[src/rtl/alu_result_fifo_if.sv]
// alu_result_fifo_if: bundles the ALU-result capture side, the valid/ready
// output side and the status outputs of alu_result_fifo.
//   slave  - the FIFO: takes ALU inputs, out_ready and clr_status; drives head
//            entry, occupancy and status.
//   master - the producer/consumer/control side (the opposite directions).
interface alu_result_fifo_if #(
    parameter int unsigned DEPTH = 4,
    parameter int unsigned CNT_W = 8
);
    // Capture side (from the ALU stage)
    logic                   in_valid;
    logic [31:0]            ALU_Output;
    logic                   Exception;
    logic                   Overflow;
    logic                   Underflow;
    logic [3:0]             Operation;
    // Output side
    logic                   out_valid;
    logic                   out_ready;
    logic [31:0]            out_data;
    logic [3:0]             out_op;
    logic [2:0]             out_flags;
    // Occupancy and status
    logic                   full;
    logic [$clog2(DEPTH):0] count;
    logic                   clr_status;
    logic                   sticky_exc;
    logic                   sticky_ovf;
    logic                   sticky_unf;
    logic [CNT_W-1:0]       err_count;
    logic [CNT_W-1:0]       drop_count;
    logic                   drop_pulse;

    modport slave (
        input  in_valid, ALU_Output, Exception, Overflow, Underflow, Operation,
        input  out_ready, clr_status,
        output out_valid, out_data, out_op, out_flags, full, count,
        output sticky_exc, sticky_ovf, sticky_unf, err_count, drop_count, drop_pulse
    );

    modport master (
        output in_valid, ALU_Output, Exception, Overflow, Underflow, Operation,
        output out_ready, clr_status,
        input  out_valid, out_data, out_op, out_flags, full, count,
        input  sticky_exc, sticky_ovf, sticky_unf, err_count, drop_count, drop_pulse
    );
endinterface

[src/rtl/alu_result_fifo.sv]
// alu_result_fifo: captures floating-point ALU results (value, opcode, flags)
// into a circular FIFO and offers them downstream over valid/ready. The ALU
// cannot be stalled, so results arriving while full are dropped and counted.
// Ports:
//   clk  - clock, rising edge
//   rst  - asynchronous active-high reset
//   bus  - alu_result_fifo_if.slave: ALU inputs, head entry, occupancy,
//          sticky flags, saturating err/drop counters and drop pulse
module alu_result_fifo #(
    parameter int unsigned DEPTH = 4,
    parameter int unsigned CNT_W = 8
) (
    input logic              clk,
    input logic              rst,
    alu_result_fifo_if.slave bus
);
    localparam int unsigned PtrW = $clog2(DEPTH);
    localparam int unsigned CntW = PtrW + 1;

    typedef struct packed {
        logic [31:0] data;
        logic [3:0]  op;
        logic [2:0]  flags; // {Exception, Overflow, Underflow}
    } entry_t;

    entry_t           mem_q [DEPTH];
    logic [PtrW-1:0]  wr_ptr_q, wr_ptr_d;
    logic [PtrW-1:0]  rd_ptr_q, rd_ptr_d;
    logic [CntW-1:0]  count_q, count_d;
    logic             sticky_exc_q, sticky_exc_d;
    logic             sticky_ovf_q, sticky_ovf_d;
    logic             sticky_unf_q, sticky_unf_d;
    logic [CNT_W-1:0] err_cnt_q, err_cnt_d;
    logic [CNT_W-1:0] drop_cnt_q, drop_cnt_d;
    logic             drop_pulse_q;

    logic             full, out_valid, push, pop, drop, err_evt;
    logic [2:0]       in_flags;
    logic [CNT_W-1:0] err_base, drop_base;
    entry_t           head;

    assign full      = (count_q == CntW'(DEPTH));
    assign out_valid = (count_q != '0);
    assign push      = bus.in_valid & ~full;
    assign pop       = out_valid & bus.out_ready;
    // A full FIFO drops even if a pop frees a slot this cycle: no bypass.
    assign drop      = bus.in_valid & full;
    assign in_flags  = {bus.Exception, bus.Overflow, bus.Underflow};
    assign err_evt   = push & (|in_flags);

    // Storage needs no reset: the head is masked to zero while empty.
    always_ff @(posedge clk) begin
        if (push) begin
            mem_q[wr_ptr_q] <= '{data: bus.ALU_Output, op: bus.Operation, flags: in_flags};
        end
    end

    always_comb begin
        wr_ptr_d = push ? wr_ptr_q + PtrW'(1) : wr_ptr_q;
        rd_ptr_d = pop ? rd_ptr_q + PtrW'(1) : rd_ptr_q;
        count_d  = count_q;
        unique case ({push, pop})
            2'b10:   count_d = count_q + CntW'(1);
            2'b01:   count_d = count_q - CntW'(1);
            default: count_d = count_q;
        endcase
    end

    // Clear first, then apply this cycle's event, so a simultaneous event wins.
    always_comb begin
        sticky_exc_d = (sticky_exc_q & ~bus.clr_status) | (push & bus.Exception);
        sticky_ovf_d = (sticky_ovf_q & ~bus.clr_status) | (push & bus.Overflow);
        sticky_unf_d = (sticky_unf_q & ~bus.clr_status) | (push & bus.Underflow);

        err_base  = bus.clr_status ? '0 : err_cnt_q;
        drop_base = bus.clr_status ? '0 : drop_cnt_q;
        err_cnt_d  = err_base;
        drop_cnt_d = drop_base;
        if (err_evt && (err_base != '1)) begin
            err_cnt_d = err_base + CNT_W'(1);
        end
        if (drop && (drop_base != '1)) begin
            drop_cnt_d = drop_base + CNT_W'(1);
        end
    end

    always_ff @(posedge clk or posedge rst) begin
        if (rst) begin
            wr_ptr_q     <= '0;
            rd_ptr_q     <= '0;
            count_q      <= '0;
            sticky_exc_q <= 1'b0;
            sticky_ovf_q <= 1'b0;
            sticky_unf_q <= 1'b0;
            err_cnt_q    <= '0;
            drop_cnt_q   <= '0;
            drop_pulse_q <= 1'b0;
        end else begin
            wr_ptr_q     <= wr_ptr_d;
            rd_ptr_q     <= rd_ptr_d;
            count_q      <= count_d;
            sticky_exc_q <= sticky_exc_d;
            sticky_ovf_q <= sticky_ovf_d;
            sticky_unf_q <= sticky_unf_d;
            err_cnt_q    <= err_cnt_d;
            drop_cnt_q   <= drop_cnt_d;
            drop_pulse_q <= drop;
        end
    end

    assign head          = mem_q[rd_ptr_q];
    assign bus.out_valid  = out_valid;
    assign bus.out_data   = out_valid ? head.data : '0;
    assign bus.out_op     = out_valid ? head.op : '0;
    assign bus.out_flags  = out_valid ? head.flags : '0;
    assign bus.full       = full;
    assign bus.count      = count_q;
    assign bus.sticky_exc = sticky_exc_q;
    assign bus.sticky_ovf = sticky_ovf_q;
    assign bus.sticky_unf = sticky_unf_q;
    assign bus.err_count  = err_cnt_q;
    assign bus.drop_count = drop_cnt_q;
    assign bus.drop_pulse = drop_pulse_q;
endmodule

[src/flat_wrapper.sv]
// flat-port wrapper written by rule: the top's interface ports become plain ports
module alu_result_fifo_flat 
#(
    parameter int unsigned DEPTH = 4,
    parameter int unsigned CNT_W = 8
)
  (clk, rst, bus_in_valid, bus_ALU_Output, bus_Exception, bus_Overflow, bus_Underflow, bus_Operation, bus_out_ready, bus_clr_status, bus_out_valid, bus_out_data, bus_out_op, bus_out_flags, bus_full, bus_count, bus_sticky_exc, bus_sticky_ovf, bus_sticky_unf, bus_err_count, bus_drop_count, bus_drop_pulse);
  alu_result_fifo_if #(.DEPTH(DEPTH), .CNT_W(CNT_W)) bus_i ();
  input logic clk;
  input logic rst;
  input wire logic [$bits(bus_i.in_valid)-1:0] bus_in_valid;
  input wire logic [$bits(bus_i.ALU_Output)-1:0] bus_ALU_Output;
  input wire logic [$bits(bus_i.Exception)-1:0] bus_Exception;
  input wire logic [$bits(bus_i.Overflow)-1:0] bus_Overflow;
  input wire logic [$bits(bus_i.Underflow)-1:0] bus_Underflow;
  input wire logic [$bits(bus_i.Operation)-1:0] bus_Operation;
  input wire logic [$bits(bus_i.out_ready)-1:0] bus_out_ready;
  input wire logic [$bits(bus_i.clr_status)-1:0] bus_clr_status;
  output wire logic [$bits(bus_i.out_valid)-1:0] bus_out_valid;
  output wire logic [$bits(bus_i.out_data)-1:0] bus_out_data;
  output wire logic [$bits(bus_i.out_op)-1:0] bus_out_op;
  output wire logic [$bits(bus_i.out_flags)-1:0] bus_out_flags;
  output wire logic [$bits(bus_i.full)-1:0] bus_full;
  output wire logic [$bits(bus_i.count)-1:0] bus_count;
  output wire logic [$bits(bus_i.sticky_exc)-1:0] bus_sticky_exc;
  output wire logic [$bits(bus_i.sticky_ovf)-1:0] bus_sticky_ovf;
  output wire logic [$bits(bus_i.sticky_unf)-1:0] bus_sticky_unf;
  output wire logic [$bits(bus_i.err_count)-1:0] bus_err_count;
  output wire logic [$bits(bus_i.drop_count)-1:0] bus_drop_count;
  output wire logic [$bits(bus_i.drop_pulse)-1:0] bus_drop_pulse;
  assign bus_i.in_valid = bus_in_valid;
  assign bus_i.ALU_Output = bus_ALU_Output;
  assign bus_i.Exception = bus_Exception;
  assign bus_i.Overflow = bus_Overflow;
  assign bus_i.Underflow = bus_Underflow;
  assign bus_i.Operation = bus_Operation;
  assign bus_i.out_ready = bus_out_ready;
  assign bus_i.clr_status = bus_clr_status;
  assign bus_out_valid = bus_i.out_valid;
  assign bus_out_data = bus_i.out_data;
  assign bus_out_op = bus_i.out_op;
  assign bus_out_flags = bus_i.out_flags;
  assign bus_full = bus_i.full;
  assign bus_count = bus_i.count;
  assign bus_sticky_exc = bus_i.sticky_exc;
  assign bus_sticky_ovf = bus_i.sticky_ovf;
  assign bus_sticky_unf = bus_i.sticky_unf;
  assign bus_err_count = bus_i.err_count;
  assign bus_drop_count = bus_i.drop_count;
  assign bus_drop_pulse = bus_i.drop_pulse;
  alu_result_fifo #(.DEPTH(DEPTH), .CNT_W(CNT_W)) u_core (.clk(clk), .rst(rst), .bus(bus_i));
endmodule
[config.mk]
export PLATFORM = sky130hd
export DESIGN_NAME = alu_result_fifo_flat
export DESIGN_NICKNAME = d
export VERILOG_FILES = /design/src/rtl/alu_result_fifo_if.sv /design/src/rtl/alu_result_fifo.sv /design/src/flat_wrapper.sv
export SDC_FILE = /design/constraint.sdc
export NUM_CORES = 1
export LEC_CHECK = 0
export ABC_AREA = 0
export CELL_PAD_IN_SITES_DETAIL_PLACEMENT = 1
export CELL_PAD_IN_SITES_GLOBAL_PLACEMENT = 1
export CORE_AREA = 2 2 130 132
export CTS_CLUSTER_SIZE = 30
export DETAILED_ROUTE_END_ITERATION = 10
export DIE_AREA = 0 0 132 134
export PLACE_DENSITY = 0.87
export SLEW_MARGIN = 0
export SYNTH_ARGS = -nofsm -noshare
export SYNTH_HDL_FRONTEND = slang
export SYNTH_SLANG_ARGS = --single-unit
[constraint.sdc]
create_clock -name clk -period 3.1 [get_ports clk]
set_input_delay 0.31 -clock clk [delete_from_list [all_inputs] [get_ports clk]]
set_output_delay 0.31 -clock clk [all_outputs]
set_load 0.02 [all_outputs]
==> flow_metrics.tcl <==
set metrics [dict create \
    critPathMaxFanout 41 \
    die-height_um 134 \
    synth.area.mux_share_pct 12.8 \
    antenna-diode-count 0 \
    die_x_um 132 \
    grt_overflow 0 \
    insertion_delay_ps 430 \
    clk_pin_slew_ps 70 \
    netlist_instances 385 \
    cp_slowest_cell "or3_2" \
    synth_flop_cell "edfxtp_1" \
    setup_violations 0 \
    rsz0062_at_grt "no" \
    max-cap-violations 0 \
    finalWirelength_mm 16.3 \
    cts_setup_buffers 0 \
    place_inst 711 \
    critPathKind "flip-flop to output port" \
    viasPerCell 5.33 \
    r2r_cells 8 \
    synthDistinctLibCells 44 \
    remaining_drc_errors 0 \
    die_area_um2 17700 \
    crit_family "simple AND/OR/NAND/NOR gates" \
    path_cells "or3_2 > buf_4 > and2_1 > clkdlybuf4s50_1" \
    via_count 3960 \
    cts_buffers 17 \
    slowest_delay_ps 830 \
    finish.utilization_pct 57.3 \
    cts_hold_buf 0 \
    slew_viol_final 0 \
    hp-class "input pin to asynchronous set/reset pin" \
    cts_htree_levels 4 \
    peakVddDrop_mv 0.457 \
    grt_max_degree 42 \
    relSlewSlack_pct 29.1 \
    yosysWarningCount 0 \
    cts_buffer_depth 2 \
    port-buffer-count 107 \
    ios 108 \
    wl_per_cell_um 22.0 \
    core-area_um2 16300 \
    area_delta_synth_final_pct 27.2 \
    syn_avg_cell_area_um2 19.1 \
    grt_pass1_wl_mm 25.7 \
    clock_sinks 183 \
    rrSetupSlack_ps 550 \
    initial_core_util_pct 45.0 \
    synth_compound_area_share_pct 2.29 \
    antenna_found_initial 0 \
    fill_cells 1508 \
    fmax_mhz 341 \
    power_density_nw_per_um2 974 \
    hpwl_mm 11.0 \
    leakage_uw 0.00320 \
    synth_top_family_by_area "multiplexers" \
    synthArstFlopShare_pct 14.8 \
    tns_ps 0 \
    drtPass1Iterations 4 \
    place_area_um2 8730 \
    cp-startpoint "u_core.bus.count[0]$_DFFE_PP0P_" \
    cts_tree "built" \
    endpoint_kind "output port" \
    syn-num-nets 437 \
    cts_root_buf "clkbuf_16" \
    layout_min_cycle_time_ps 2930 \
    drt_iter0_drc 220 \
    stdcell_area_um2 9340 \
    grt_pass1_vias 4481 \
    layout.cells.non_filler 743 \
    crit_arrival_ps 2620 \
    synth-simple-area-share_pct 7.32 \
    critPathCapture "bus_out_data[2]" \
    drive_gt1_share_pct 19.9 \
    place.gp.congestion 0.802 \
    crit_path_start_kind "flip-flop" \
    clock_skew_ps 21.5 \
    nNetsFinal 562 \
    ys_ff_latch 183 \
    tightest_slew_ps 1060 \
    path_buf_inv 2 \
    synth_edf_count 156 \
    run_status "finished clean" \
    synthesis.area_um2 7340 \
    r2r-end "u_core.bus.count[2]$_DFFE_PP0P_" \
    num_rows 47 \
    hold_violations 0 \
    synthAdderAreaFrac_pct 1.47 \
    grtUsageTotal_pct 19.6 \
    cp.required_ps 2790 \
    synth_xor_area_share_pct 1.19 \
    reg2reg_from "u_core.bus.count[0]$_DFFE_PP0P_" \
    path_depth 4 \
    finalCritPeriodShare_pct 94.7 \
    postRouteAntennaNets 0 \
    ctsResizeCount 0 \
    yosysSeqAreaShare_pct 73.1 \
]
worst register-to-register path: stages, from the launching register on:
cell and delay [ps]:
dfrtp_1 440, or3_2 830, and2_1 330, ha_1 230
inv_1 70, fa_1 180, xor2_1 140, nor2_1 60
xor2_1 150
layout make-up:
type	instances	area, um^2	share of cell area [%]
repair buffers	122	1180	12.7
well taps	220	275	2.95
multi-input cells	172	1840	19.7
flip-flops and latches	183	5360	57.4
clock buffers	17	425	4.56
clock inverters	15	184	1.97
inverters	14	62.6	0.670
per-stage QoR:
stage,total power (uW),hold slack [ps],setup slack (ps)
after global placement,6850,485,564
after floorplan,5460,363,655
after detailed placement,7000,499,441
final,9090,453,165
after global routing,9500,513,68.6
after CTS,9220,500,121
flip-flops by register name, summed over array words and instances, names as in the netlist, 2 cells and up:
name and count:
u_core.mem_q 156, u_core.bus.drop_count 8, u_core.bus.err_count 8, u_core.bus.count 3, u_core.rd_ptr_q 2, u_core.wr_ptr_q 2
cell usage after synthesis (2+ instances only):
cell	n	area, um^2
nand3_1	7	35.0
buf_2	4	20.0
nor2b_1	5	31.3
mux2i_1	3	30.0
clkbuf_1	8	30.0
xor2_1	4	35.0
mux2_2	3	33.8
nor2_1	5	18.8
nand2b_1	2	12.5
a21oi_1	6	30.0
ha_1	7	87.6
mux4_2	39	878
o21ai_0	4	20.0
o31ai_1	3	22.5
and3_2	4	30.0
inv_1	12	45.0
edfxtp_1	156	4680
buf_1	3	11.3
and2_1	40	250
nand2_1	6	22.5
nor3_1	3	15.0
or3_1	4	25.0
dfrtp_1	27	676
or4_1	3	22.5
a22o_1	3	26.3
xnor2_1	6	52.6
layout by cell type (no fill, tap or decap), types with 5 or more instances in the layout:
master / count
a21oi_1: 6
xnor2_1: 6
buf_4: 15
nand2_1: 6
dfrtp_1: 25
inv_1: 12
clkbuf_16: 17
ha_1: 7
inv_6: 6
nand3_1: 7
edfxtp_1: 156
mux4_2: 39
nor2b_1: 5
clkdlybuf4s50_1: 107
and2_1: 40
nor2_1: 5
worst min-delay path by stage:
stage,from,endpoint,slack (ps),cells past startpoint
finish,rst,u_core.bus.drop_pulse$_DFF_PP0_,450,2
global route,bus_ALU_Output[1],u_core.mem_q[2][8]$_DFFE_PP_,510,1
CTS,rst,u_core.bus.drop_pulse$_DFF_PP0_,500,2
global placement,u_core.bus.count[2]$_DFFE_PP0P_,u_core.bus.count[2]$_DFFE_PP0P_,490,1
detailed placement,u_core.bus.count[2]$_DFFE_PP0P_,u_core.bus.count[2]$_DFFE_PP0P_,500,1
floorplan,rst,u_core.bus.count[0]$_DFFE_PP0P_,360,1
where the power goes:
group | internal (uW) | leakage [uW] | total, uW | switching, uW
clock | 1220 | 0.000298 | 2200 | 974
combinational | 1710 | 0.00112 | 3480 | 1760
sequential | 3200 | 0.00178 | 3420 | 216
total | 6140 | 0.00320 | 9090 | 2950
cells by family after synthesis:
logic type                 after synthesis
buffers and inverters                   30
and+or+nand+nor                         88
AOI/OAI and AO/OA                       21
DFF                                    183
muxes                                   45
xor gates and xnor gates                10
adders and majority gates                8
per-layer routing:
| metal | global-route usage (%) | share of wire [%] | wire, um |
|---|---|---|---|
| met4 | 9.18 | 2.9 | 468 |
| met5 | 0 | 0 | 0 |
| met3 | 5.22 | 5.4 | 881 |
| met1 | 24.4 | 41 | 6750 |
| met2 | 32.5 | 50 | 8220 |
(Power assumes the default switching activity.)
